[config.mk]
export PLATFORM = sky130hd
export DESIGN_NAME = t10_uart_rx_frame_ctrl_flat
export DESIGN_NICKNAME = d
export VERILOG_FILES = /design/src/rtl/t10_uart_rx_frame_ctrl_pkg.sv /design/src/rtl/t10_uart_rx_frame_ctrl_if.sv /design/src/rtl/t10_uart_rx_frame_ctrl.sv /design/src/flat_wrapper.sv
export SDC_FILE = /design/constraint.sdc
export NUM_CORES = 1
export LEC_CHECK = 0
export ABC_AREA = 1
export BUFFER_PORTS_ARGS = -buffer_cell sky130_fd_sc_hd__buf_2
export CORE_UTILIZATION = 45
export DETAILED_ROUTE_END_ITERATION = 12
export GPL_TIMING_DRIVEN = 0
export HOLD_SLACK_MARGIN = 0.02
export PLACE_DENSITY_LB_ADDON = 0.25
export SKIP_CTS_REPAIR_TIMING = 1
export SKIP_LAST_GASP = 1
export SLEW_MARGIN = 25
export SYNTH_ARGS = -nofsm -noshare
export SYNTH_HDL_FRONTEND = slang
export SYNTH_SLANG_ARGS = --single-unit
[constraint.sdc]
create_clock -name clk -period 2.05 [get_ports clk]
set_clock_uncertainty 0.1 [all_clocks]
set_input_delay 0.1025 -clock clk [delete_from_list [all_inputs] [get_ports clk]]
set_output_delay 0.1025 -clock clk [all_outputs]
set_load 0.01 [all_outputs]
[src/rtl/t10_uart_rx_frame_ctrl_pkg.sv]
// Shared types for the UART receive frame controller.
// Holds the parser state enum, the abort cause enum, the default frame start marker
// and a helper that sizes the frame buffer address.
package t10_uart_pkg;

  localparam logic [7:0] SyncByteDefault = 8'hA5;

  typedef enum logic [2:0] {
    StHunt,
    StLen,
    StData,
    StCsum,
    StHold
  } state_e;

  typedef enum logic [1:0] {
    ErrNone    = 2'd0,
    ErrLen     = 2'd1,
    ErrCsum    = 2'd2,
    ErrTimeout = 2'd3
  } err_e;

  // A one-entry buffer still needs a one-bit address.
  function automatic int unsigned addr_width(input int unsigned max_len);
    return (max_len > 1) ? $clog2(max_len) : 1;
  endfunction

endpackage

[src/rtl/t10_uart_rx_frame_ctrl_if.sv]
// Bus between the frame controller and its environment.
// master: the controller (consumes rx_ready/rx_byte/frame_ack, drives everything else).
// slave : byte receiver + frame buffer + consumer side.
interface t10_uart_rx_frame_ctrl_if #(
  parameter int unsigned MAX_LEN = 16
);
  localparam int unsigned AW = t10_uart_pkg::addr_width(MAX_LEN);

  logic          rx_ready;
  logic [7:0]    rx_byte;
  logic          frame_ack;
  logic          rec_ready;
  logic          wr_en;
  logic [AW-1:0] wr_addr;
  logic [7:0]    wr_data;
  logic          frame_valid;
  logic [7:0]    frame_len;
  logic          frame_err;
  logic [1:0]    err_code;
  logic [7:0]    err_count;

  modport master (
    input  rx_ready, rx_byte, frame_ack,
    output rec_ready, wr_en, wr_addr, wr_data, frame_valid, frame_len,
           frame_err, err_code, err_count
  );

  modport slave (
    output rx_ready, rx_byte, frame_ack,
    input  rec_ready, wr_en, wr_addr, wr_data, frame_valid, frame_len,
           frame_err, err_code, err_count
  );
endinterface

[src/rtl/t10_uart_rx_frame_ctrl.sv]
// Frame-level controller for the UART receive path.
// Parses SYNC, LEN, PAYLOAD[LEN], CSUM from the byte receiver, writes payload into an
// external buffer, presents complete frames with a valid/ack handshake and reports
// bad-length, checksum and inter-byte timeout aborts.
// Ports: clk, nRst (async, active-low), bus (master modport, see the interface file).
module t10_uart_rx_frame_ctrl
  import t10_uart_pkg::*;
#(
  parameter logic [7:0]  SYNC_BYTE      = SyncByteDefault,
  parameter int unsigned MAX_LEN        = 16,
  parameter int unsigned TIMEOUT_CYCLES = 12000
) (
  input logic                       clk,
  input logic                       nRst,
  t10_uart_rx_frame_ctrl_if.master  bus
);

  localparam int unsigned   AW      = addr_width(MAX_LEN);
  localparam int unsigned   TW      = (TIMEOUT_CYCLES > 1) ? $clog2(TIMEOUT_CYCLES) : 1;
  localparam logic [TW-1:0] TmoLast = TW'(TIMEOUT_CYCLES - 1);

  state_e        state_q, state_d;
  logic          rx_ready_q;
  logic [7:0]    len_q, len_d;
  logic [7:0]    csum_q, csum_d;
  logic [7:0]    idx_q, idx_d;
  logic [TW-1:0] tmo_q, tmo_d;
  logic          rec_ready_q, rec_ready_d;
  logic          wr_en_q, wr_en_d;
  logic [AW-1:0] wr_addr_q, wr_addr_d;
  logic [7:0]    wr_data_q, wr_data_d;
  logic          valid_q, valid_d;
  logic          err_q, err_d;
  logic [1:0]    err_code_q, err_code_d;
  logic [7:0]    err_count_q, err_count_d;

  logic byte_evt;
  logic in_frame;
  logic abort;
  err_e abort_code;

  // Only the rising edge of rx_ready carries a valid byte.
  assign byte_evt = bus.rx_ready & ~rx_ready_q;
  assign in_frame = (state_q == StLen) || (state_q == StData) || (state_q == StCsum);

  always_comb begin
    state_d     = state_q;
    len_d       = len_q;
    csum_d      = csum_q;
    idx_d       = idx_q;
    tmo_d       = tmo_q;
    wr_en_d     = 1'b0;
    wr_addr_d   = wr_addr_q;
    wr_data_d   = wr_data_q;
    err_d       = 1'b0;
    err_code_d  = err_code_q;
    err_count_d = err_count_q;
    abort       = 1'b0;
    abort_code  = ErrNone;

    unique case (state_q)
      StHunt: begin
        if (byte_evt && bus.rx_byte == SYNC_BYTE) begin
          state_d    = StLen;
          err_code_d = ErrNone;
        end
      end
      StLen: begin
        if (byte_evt) begin
          if (bus.rx_byte == 8'd0 || 32'(bus.rx_byte) > MAX_LEN) begin
            abort      = 1'b1;
            abort_code = ErrLen;
          end else begin
            len_d   = bus.rx_byte;
            csum_d  = bus.rx_byte;
            idx_d   = 8'd0;
            state_d = StData;
          end
        end
      end
      StData: begin
        if (byte_evt) begin
          wr_en_d   = 1'b1;
          wr_addr_d = idx_q[AW-1:0];
          wr_data_d = bus.rx_byte;
          csum_d    = csum_q + bus.rx_byte;
          idx_d     = idx_q + 8'd1;
          if (idx_q + 8'd1 == len_q) state_d = StCsum;
        end
      end
      StCsum: begin
        if (byte_evt) begin
          if (bus.rx_byte == csum_q) begin
            state_d = StHold;
          end else begin
            abort      = 1'b1;
            abort_code = ErrCsum;
          end
        end
      end
      StHold: begin
        if (bus.frame_ack) state_d = StHunt;
      end
      default: state_d = StHunt;
    endcase

    // A byte event in the same cycle as expiry wins and restarts the count.
    if (byte_evt) begin
      tmo_d = '0;
    end else if (in_frame) begin
      if (tmo_q == TmoLast) begin
        abort      = 1'b1;
        abort_code = ErrTimeout;
      end else begin
        tmo_d = tmo_q + 1'b1;
      end
    end

    if (abort) begin
      state_d    = StHunt;
      err_d      = 1'b1;
      err_code_d = abort_code;
      if (err_count_q != 8'hFF) err_count_d = err_count_q + 8'd1;
    end

    rec_ready_d = (state_d != StHold);
    valid_d     = (state_d == StHold);
  end

  always_ff @(posedge clk or negedge nRst) begin
    if (!nRst) begin
      state_q     <= StHunt;
      rx_ready_q  <= 1'b0;
      len_q       <= 8'd0;
      csum_q      <= 8'd0;
      idx_q       <= 8'd0;
      tmo_q       <= '0;
      rec_ready_q <= 1'b0;
      wr_en_q     <= 1'b0;
      wr_addr_q   <= '0;
      wr_data_q   <= 8'd0;
      valid_q     <= 1'b0;
      err_q       <= 1'b0;
      err_code_q  <= 2'd0;
      err_count_q <= 8'd0;
    end else begin
      state_q     <= state_d;
      rx_ready_q  <= bus.rx_ready;
      len_q       <= len_d;
      csum_q      <= csum_d;
      idx_q       <= idx_d;
      tmo_q       <= tmo_d;
      rec_ready_q <= rec_ready_d;
      wr_en_q     <= wr_en_d;
      wr_addr_q   <= wr_addr_d;
      wr_data_q   <= wr_data_d;
      valid_q     <= valid_d;
      err_q       <= err_d;
      err_code_q  <= err_code_d;
      err_count_q <= err_count_d;
    end
  end

  assign bus.rec_ready   = rec_ready_q;
  assign bus.wr_en       = wr_en_q;
  assign bus.wr_addr     = wr_addr_q;
  assign bus.wr_data     = wr_data_q;
  assign bus.frame_valid = valid_q;
  assign bus.frame_len   = len_q;
  assign bus.frame_err   = err_q;
  assign bus.err_code    = err_code_q;
  assign bus.err_count   = err_count_q;

endmodule

[src/flat_wrapper.sv]
// flat-port wrapper written by rule: the top's interface ports become plain ports
module t10_uart_rx_frame_ctrl_flat import t10_uart_pkg::*;
#(
  parameter logic [7:0]  SYNC_BYTE      = SyncByteDefault,
  parameter int unsigned MAX_LEN        = 16,
  parameter int unsigned TIMEOUT_CYCLES = 12000
)
  (clk, nRst, bus_rx_ready, bus_rx_byte, bus_frame_ack, bus_rec_ready, bus_wr_en, bus_wr_addr, bus_wr_data, bus_frame_valid, bus_frame_len, bus_frame_err, bus_err_code, bus_err_count);
  t10_uart_rx_frame_ctrl_if #(.MAX_LEN(MAX_LEN)) bus_i ();
  input logic clk;
  input logic nRst;
  input wire logic [$bits(bus_i.rx_ready)-1:0] bus_rx_ready;
  input wire logic [$bits(bus_i.rx_byte)-1:0] bus_rx_byte;
  input wire logic [$bits(bus_i.frame_ack)-1:0] bus_frame_ack;
  output wire logic [$bits(bus_i.rec_ready)-1:0] bus_rec_ready;
  output wire logic [$bits(bus_i.wr_en)-1:0] bus_wr_en;
  output wire logic [$bits(bus_i.wr_addr)-1:0] bus_wr_addr;
  output wire logic [$bits(bus_i.wr_data)-1:0] bus_wr_data;
  output wire logic [$bits(bus_i.frame_valid)-1:0] bus_frame_valid;
  output wire logic [$bits(bus_i.frame_len)-1:0] bus_frame_len;
  output wire logic [$bits(bus_i.frame_err)-1:0] bus_frame_err;
  output wire logic [$bits(bus_i.err_code)-1:0] bus_err_code;
  output wire logic [$bits(bus_i.err_count)-1:0] bus_err_count;
  assign bus_i.rx_ready = bus_rx_ready;
  assign bus_i.rx_byte = bus_rx_byte;
  assign bus_i.frame_ack = bus_frame_ack;
  assign bus_rec_ready = bus_i.rec_ready;
  assign bus_wr_en = bus_i.wr_en;
  assign bus_wr_addr = bus_i.wr_addr;
  assign bus_wr_data = bus_i.wr_data;
  assign bus_frame_valid = bus_i.frame_valid;
  assign bus_frame_len = bus_i.frame_len;
  assign bus_frame_err = bus_i.frame_err;
  assign bus_err_code = bus_i.err_code;
  assign bus_err_count = bus_i.err_count;
  t10_uart_rx_frame_ctrl #(.SYNC_BYTE(SYNC_BYTE), .MAX_LEN(MAX_LEN), .TIMEOUT_CYCLES(TIMEOUT_CYCLES)) u_core (.clk(clk), .nRst(nRst), .bus(bus_i));
endmodule
Word level (Yosys, flattened, before mapping)
Index checks and enable logic that the tools add are counted.
{"block": "word_totals", "ff_bits": 68, "in_bits": 12, "output_inout_bits": 34, "word_cells": 96}
{"block": "classes", "n_addsub": 4, "magnitude_cmp": 1, "eq_ne": 15, "muxes": 43, "n_bitwise": 3, "reduce_logical": 16}
{"cell": "$mux W8", "count": 6}
{"cell": "$mux W14", "count": 3}
{"cell": "$pmux W8 S2", "count": 2}
{"cell": "$mux W3", "count": 9}
{"cell": "$mux W2", "count": 9}
{"cell": "$add A8 B1 Y8 const B", "count": 2}
{"cell": "$eq A8 B8 Y1", "count": 2}
{"cell": "$pmux W3 S5", "count": 1}
{"cell": "$add A14 B1 Y14 const B", "count": 1}
{"cell": "$eq A14 B14 Y1 const B", "count": 1}
{"cell": "$mux W1", "count": 11}
{"cell": "$add A8 B8 Y8", "count": 1}
{"cell": "$eq A8 B8 Y1 const B", "count": 1}
{"cell": "$gt A8 B5 Y1 const B", "count": 1}
{"cell": "$logic_not A8 Y1", "count": 1}
{"cell": "$ne A8 B8 Y1 const B", "count": 1}
{"cell": "$reduce_and A2 Y1", "count": 4}
{"cell": "$reduce_bool A2 Y1", "count": 4}
{"cell": "$eq A3 B2 Y1 const B", "count": 2}
{"cell": "$eq A3 B3 Y1 const B", "count": 2}
{"cell": "$ne A2 B1 Y1 const B", "count": 3}
{"cell": "$pmux W2 S2", "count": 1}
{"cell": "$reduce_and A4 Y1", "count": 1}
{"cell": "$eq A3 B1 Y1 const B", "count": 1}
{"cell": "9 further kinds", "count": 12}

Longest topological paths before layout
{"block": "depth", "ltp_word": 10, "mapped_depth": 11, "mapped_depth_nobuf": 11}

Worst setup path before layout
No wires, ideal clock.
{"block": "synth_path", "path_type": "register -> register", "startpoint": "register u_core.csum_q[2]", "endpoint": "register u_core.err_count_q[0] (netlist: u_core.bus.err_count[0])", "setup_ns": 0.118, "t_arrival_ns": 1.489, "required_time_ns": 1.832, "slack_ns": 0.343, "stages_incl_launch_ff": 11, "path_buffers": 1, "synth_period_minus_slack_ns": 1.707, "path_cell_list": "dfrtp_1 ha_1 inv_2 nand3_1 nor2_1 nand2_1 nand3_1 nand3_2 buf_6 nand3_1 nand2_1"}
{"block": "synth_between", "elab_chain_len": 8}
{"item": "from (decl)", "line": "t10_uart_rx_frame_ctrl.sv:25", "rtl": "logic [7:0] csum_q, csum_d;"}
{"item": "from (signal assigned)", "line": "t10_uart_rx_frame_ctrl.sv:150", "rtl": "csum_q <= csum_d;"}
{"item": "$eq A8 B8 Y1 (*)", "line": "t10_uart_rx_frame_ctrl.sv:93", "rtl": "if (bus.rx_byte == csum_q) begin"}
{"item": "$mux W1 (*)", "line": "t10_uart_rx_frame_ctrl.sv:93"}
{"item": "$mux W1 (*)", "line": "t10_uart_rx_frame_ctrl.sv:92", "rtl": "if (byte_evt) begin"}
{"item": "$pmux W1 S2 (*)", "line": "t10_uart_rx_frame_ctrl.sv:61", "rtl": "unique case (state_q)"}
{"item": "$mux W1", "line": "t10_uart_rx_frame_ctrl.sv:111", "rtl": "if (tmo_q == TmoLast) begin"}
{"item": "$mux W1", "line": "t10_uart_rx_frame_ctrl.sv:110", "rtl": "end else if (in_frame) begin"}
{"item": "$mux W1 (*)", "line": "t10_uart_rx_frame_ctrl.sv:108", "rtl": "if (byte_evt) begin"}
{"item": "named net u_core.abort", "line": "t10_uart_rx_frame_ctrl.sv:39", "rtl": "logic abort;"}
{"item": "$reduce_and A2 Y1 (no source line) (*)"}
{"item": "to (signal assigned)", "line": "t10_uart_rx_frame_ctrl.sv:160", "rtl": "err_count_q <= err_count_d;"}
{"item": "to (decl)", "line": "t10_uart_rx_frame_ctrl.sv:35", "rtl": "logic [7:0] err_count_q, err_count_d;"}
Mark *: on every way through the listed nets, which the timed path passes. The rest lies on a longest branch.
A chain may end at the register's enable or synchronous reset.

Final worst setup path
{"block": "layout_path", "startpoint": "register u_core.csum_q[4]", "endpoint": "register u_core.state_q[1]"}
{"block": "layout_between", "elab_chain_len": 8, "elab_cells_between_ends": 11, "cone_classes": "eq/ne: 1; mux: 10"}
{"item": "$eq A8 B8 Y1 (*)", "line": "t10_uart_rx_frame_ctrl.sv:93"}
{"item": "$mux W1 (*)", "line": "t10_uart_rx_frame_ctrl.sv:93"}
{"item": "$mux W1 (*)", "line": "t10_uart_rx_frame_ctrl.sv:92"}
{"item": "$pmux W1 S2 (*)", "line": "t10_uart_rx_frame_ctrl.sv:61"}
{"item": "$mux W1", "line": "t10_uart_rx_frame_ctrl.sv:111"}
{"item": "$mux W1", "line": "t10_uart_rx_frame_ctrl.sv:110"}
{"item": "$mux W1 (*)", "line": "t10_uart_rx_frame_ctrl.sv:108"}
{"item": "named net u_core.abort", "line": "t10_uart_rx_frame_ctrl.sv:39"}
{"item": "$mux W3 (*)", "line": "t10_uart_rx_frame_ctrl.sv:119", "rtl": "if (abort) begin"}
{"item": "named net u_core.state_d[1]", "line": "t10_uart_rx_frame_ctrl.sv:22", "rtl": "state_e state_q, state_d;"}
{"item": "to (signal assigned)", "line": "t10_uart_rx_frame_ctrl.sv:132", "rtl": "state_q <= StHunt;"}
{"item": "to (signal assigned)", "line": "t10_uart_rx_frame_ctrl.sv:147", "rtl": "state_q <= state_d;"}
{"item": "to (decl)", "line": "t10_uart_rx_frame_ctrl.sv:22"}
Marked as above.

==> flow_summary.html <==
<table>
<tr><th>Metric</th><th>Value</th></tr>
<tr><th colspan="2">Run status</th></tr>
<tr><td>Run status</td><td>completed</td></tr>
<tr><th colspan="2">Power</th></tr>
<tr><td>Total chip power</td><td>0.00512 W</td></tr>
<tr><td>Worst voltage drop across the vdd grid</td><td>0.000601 V</td></tr>
<tr><td>Power per cell area</td><td>1120 nW/µm²</td></tr>
<tr><td>Leakage</td><td>2.31 nW</td></tr>
<tr><th colspan="2">Synth</th></tr>
<tr><td>Post-synthesis xor/xnor area fraction</td><td>3.81%</td></tr>
<tr><td>Leading cell types by total area after synthesis</td><td>dfrtp_1, nand2_1, nand3_1</td></tr>
<tr><td>Yosys top cell area share</td><td>43.6%</td></tr>
<tr><td>FFs w/ async S/R, synth</td><td>100%</td></tr>
<tr><td>Count leader, synth</td><td>nand2_1</td></tr>
<tr><td>Ranking of synthesized cells by instance count</td><td>nand2_1, dfrtp_1, inv_1, nand3_1, nor2_1</td></tr>
<tr><td>Count of unique library cells instantiated by Yosys</td><td>38</td></tr>
<tr><td>Simple logic cell fraction of the synthesized area</td><td>32.0%</td></tr>
<tr><td>Synth Net Count</td><td>522</td></tr>
<tr><td>Count of yosys warnings during synthesis</td><td>0</td></tr>
<tr><td>Dominant combinational cell family by area after synthesis</td><td>simple AND/OR/NAND/NOR gates</td></tr>
<tr><td>Cells after synthesis</td><td>499</td></tr>
<tr><td>Synth Area per Inst</td><td>7.83 µm²</td></tr>
<tr><td>EDFF count, synth</td><td>0</td></tr>
<tr><td>Leading area contributor after synthesis</td><td>dfrtp_1</td></tr>
<tr><td>Share of synthesized area occupied by flip-flops and latches</td><td>43.6%</td></tr>
<tr><td>Adder-cell share of the synthesized area</td><td>3.72%</td></tr>
<tr><td>Number of register bits inferred by synthesis</td><td>68</td></tr>
<tr><td>Area of the mapped netlist</td><td>3900 µm²</td></tr>
<tr><td>Compound-Gate Fraction of Synth Area</td><td>8.81%</td></tr>
<tr><td>Multiplexer share of the synthesized area</td><td>0%</td></tr>
<tr><td>Flip-flop cell with the highest count after synthesis</td><td>dfrtp_1</td></tr>
<tr><th colspan="2">Clocking</th></tr>
<tr><td>Clk Tree Root Cell</td><td>clkbuf_8</td></tr>
<tr><td>Inserted Clock Buffers</td><td>9</td></tr>
<tr><td>Number of clock sinks</td><td>68</td></tr>
<tr><td>TritonCTS clock tree</td><td>done</td></tr>
<tr><td>Clock latency reported for the late side of the worst-skew pair</td><td>0.34 ns</td></tr>
<tr><td>Worst-path clk slew</td><td>0.07 ns</td></tr>
<tr><td>Max Buffers Root-to-Sink</td><td>2</td></tr>
<tr><td>H-tree depth reported by CTS</td><td>3</td></tr>
<tr><th colspan="2">Critical path</th></tr>
<tr><td>R2R depth</td><td>9</td></tr>
<tr><td>Element type at the critical path end</td><td>flop</td></tr>
<tr><td>Worst reg2reg endpoint</td><td>u_core.state_q[1]</td></tr>
<tr><td>Worst flop-to-flop path startpoint</td><td>u_core.csum_q[4]</td></tr>
<tr><td>Critical Path Source Type</td><td>flop</td></tr>
<tr><td>Data required time of the critical path</td><td>2.21 ns</td></tr>
<tr><td>Setup CP Type</td><td>flop to flop</td></tr>
<tr><td>Critical-path maximum fanout</td><td>10</td></tr>
<tr><td>R2R setup slack</td><td>0.13 ns</td></tr>
<tr><td>Crit path DAT</td><td>2.07 ns</td></tr>
<tr><th colspan="2">Layout</th></tr>
<tr><td>Ratio of cells with drive above 1 in the final layout</td><td>18.0%</td></tr>
<tr><td>Count of inserted antenna diode cells</td><td>0</td></tr>
<tr><td>Number of nets in the final layout</td><td>586</td></tr>
<tr><td>Fill cell instance count of the final layout</td><td>814</td></tr>
<tr><td>Fin util</td><td>55.0%</td></tr>
<tr><td>Area growth from synthesis to layout</td><td>17.0%</td></tr>
<tr><td>Final standard cell count with taps included and fillers excluded</td><td>673</td></tr>
<tr><td>Area of all placed cells without fillers</td><td>4570 µm²</td></tr>
<tr><th colspan="2">Die</th></tr>
<tr><td>Number of core rows</td><td>33</td></tr>
<tr><td>Total I/O pin count</td><td>46</td></tr>
<tr><td>Vert. Die Dim</td><td>95.2 µm</td></tr>
<tr><td>Total die area</td><td>9050 µm²</td></tr>
<tr><td>Initial standard-cell utilization of the core</td><td>47.1%</td></tr>
<tr><td>Chip width</td><td>95.2 µm</td></tr>
<tr><td>Area of the placeable core</td><td>8300 µm²</td></tr>
<tr><th colspan="2">Route</th></tr>
<tr><td>Number of antenna-violating nets in the routed design</td><td>0</td></tr>
<tr><td>Residual DRC</td><td>0</td></tr>
<tr><td>Average wire length per cell after detail routing</td><td>13.0 µm</td></tr>
<tr><td>Number of vias after detailed routing</td><td>3474</td></tr>
<tr><td>WL final</td><td>8.77 mm</td></tr>
<tr><td>Via-to-Cell Ratio</td><td>5.16</td></tr>
<tr><td>Total iterations of the first detailed-routing run</td><td>4</td></tr>
<tr><td>Number of violations reported at the end of detailed-routing iteration 0</td><td>164</td></tr>
<tr><th colspan="2">Worst hold path</th></tr>
<tr><td>Min-Delay Endpoint</td><td>u_core.bus.wr_data[5]</td></tr>
<tr><td>Worst hold path class</td><td>input port to flop</td></tr>
<tr><td>Worst hold path stage count</td><td>3</td></tr>
<tr><td>Startpoint of the most critical hold path</td><td>bus_rx_byte[5]</td></tr>
<tr><th colspan="2">Global route</th></tr>
<tr><td>Initial antenna violation count</td><td>0</td></tr>
<tr><td>Vias in the first global route</td><td>3186</td></tr>
<tr><td>Tot GR Track Use</td><td>22.1%</td></tr>
<tr><td>Aggregate global routing overflow</td><td>0</td></tr>
<tr><td>Global-route wire length before repair</td><td>15.2 mm</td></tr>
<tr><td>Pin count of the biggest net entering global routing</td><td>39</td></tr>
<tr><th colspan="2">STA</th></tr>
<tr><td>Setup-failing EPs final</td><td>0</td></tr>
<tr><td>Worst rel slew slack</td><td>72.8%</td></tr>
<tr><td>Setup TNS</td><td>0 ns</td></tr>
<tr><td>Post-route minimum period</td><td>1.92 ns</td></tr>
<tr><td>RSZ-0062 raised after global routing</td><td>false</td></tr>
<tr><td>Worst slew pin tran</td><td>0.404 ns</td></tr>
<tr><td>Slew Limit Fails</td><td>0</td></tr>
<tr><td>Final Hold Viols</td><td>0</td></tr>
<tr><td>Share of the clock period used by the worst path</td><td>93.6%</td></tr>
<tr><td>Maximum clock frequency</td><td>521 MHz</td></tr>
<tr><th colspan="2">Placement</th></tr>
<tr><td>Post-detailed-placement half-perimeter wirelength</td><td>6.59 mm</td></tr>
<tr><td>Number of cells in the design after placement</td><td>650</td></tr>
<tr><td>Placed cell areas</td><td>4280 µm²</td></tr>
<tr><td>PortBufs</td><td>45</td></tr>
<tr><td>Final weighted congestion in routability-driven placement</td><td>0.878</td></tr>
<tr><th colspan="2">Run</th></tr>
<tr><td>Max-capacitance violation count</td><td>0</td></tr>
</table>
## metal layers
layer / routed length, µm / vias up / global-route usage, %
met2: 4070 / 55 / 33.9
met4: 137 / 0 / 7.20
met1: 4170 / 1642 / 30.5
met3: 392 / 13 / 5.34
met5: 0 / - / 0
li1: - / 1764 / -
## cells in the final DEF, fill, tap and decap left out, types with 6 or more instances in the layout
cell and instances:
nand2_1 135, dfrtp_1 68, inv_1 57, nand3_1 51, buf_2 50, nor2_1 30
o21ai_0 21, nand4_1 14, o21ai_1 13, xor2_1 13, nor3_1 12, clkbuf_8 11
ha_1 9, a21oi_1 7, dlygate4sd3_1 7, inv_2 6, o31ai_1 6
## power by group
part | internal, W | switching [W]
logic | 0.000766 | 0.00116
registers | 0.00173 | 0.000324
clock network | 0.000630 | 0.000511
total | 0.00313 | 0.00199
## layout make-up
class | instances | area (µm²) | area share [%]
Multi-Input combinational cell | 357 | 1900 | 41.6
Sequential cell | 68 | 1700 | 37.3
Timing Repair Buffer | 53 | 318 | 6.96
Inverter | 64 | 243 | 5.31
Clock buffer | 13 | 159 | 3.48
Tap cell | 105 | 131 | 2.88
Buffer | 10 | 71.3 | 1.56
Clock inverter | 3 | 45.0 | 0.986
## cells by family (layout without fill, tap and decap cells)
group                      Yosys count  count (layout)
AOI/OAI and AO/OA                   60              60
xor gates and xnor gates            17              17
adders and majority gates           11              11
buffers and inverters               74             143
DFF                                 68              68
and+or+nand+nor                    269             269
## worst max-delay path: stages, from the launching register on
cell and delay (ns):
dfrtp_1 0.40, ha_1 0.33, inv_1 0.10, nand3_1 0.09, nor2_2 0.16, nand2_1 0.07
nand3_1 0.11, nand3_2 0.13, buf_6 0.17, a31oi_1 0.16
## state kept, by name (all words and copies together), names as in the netlist, 2 cells and up
name,count
u_core.bus.err_code,2
u_core.csum_q,8
u_core.idx_q,8
u_core.bus.wr_data,8
u_core.bus.wr_addr,4
u_core.tmo_q,14
u_core.bus.frame_len,8
u_core.state_q,3
u_core.bus.err_count,8
## per-stage QoR
step / hold slack [ns] / worst slack [ns]
2_1_floorplan: -0.293 / 0.343
3_3_place_gp: 0.137 / 0.149
3_5_place_dp: -0.0273 / 0.137
4_1_cts: -0.400 / 0.113
5_1_grt: 0.0272 / 0.00116
6_report: 0.00392 / 0.131
## worst max-delay path by stage
stage                         endpoint             start  slack (ns)  cells after the start
6_report             u_core.state_q[1]  u_core.csum_q[4]        0.13                      9
5_1_grt        u_core.bus.err_count[1]  u_core.csum_q[2]       0.001                     10
4_1_cts        u_core.bus.err_count[1]  u_core.csum_q[4]        0.11                     10
3_5_place_dp   u_core.bus.err_count[1]  u_core.csum_q[4]        0.14                     10
3_3_place_gp   u_core.bus.err_count[3]  u_core.csum_q[6]        0.15                     10
2_1_floorplan  u_core.bus.err_count[0]  u_core.csum_q[2]        0.34                     10
Note: power is estimated with default switching activity, not from simulation.
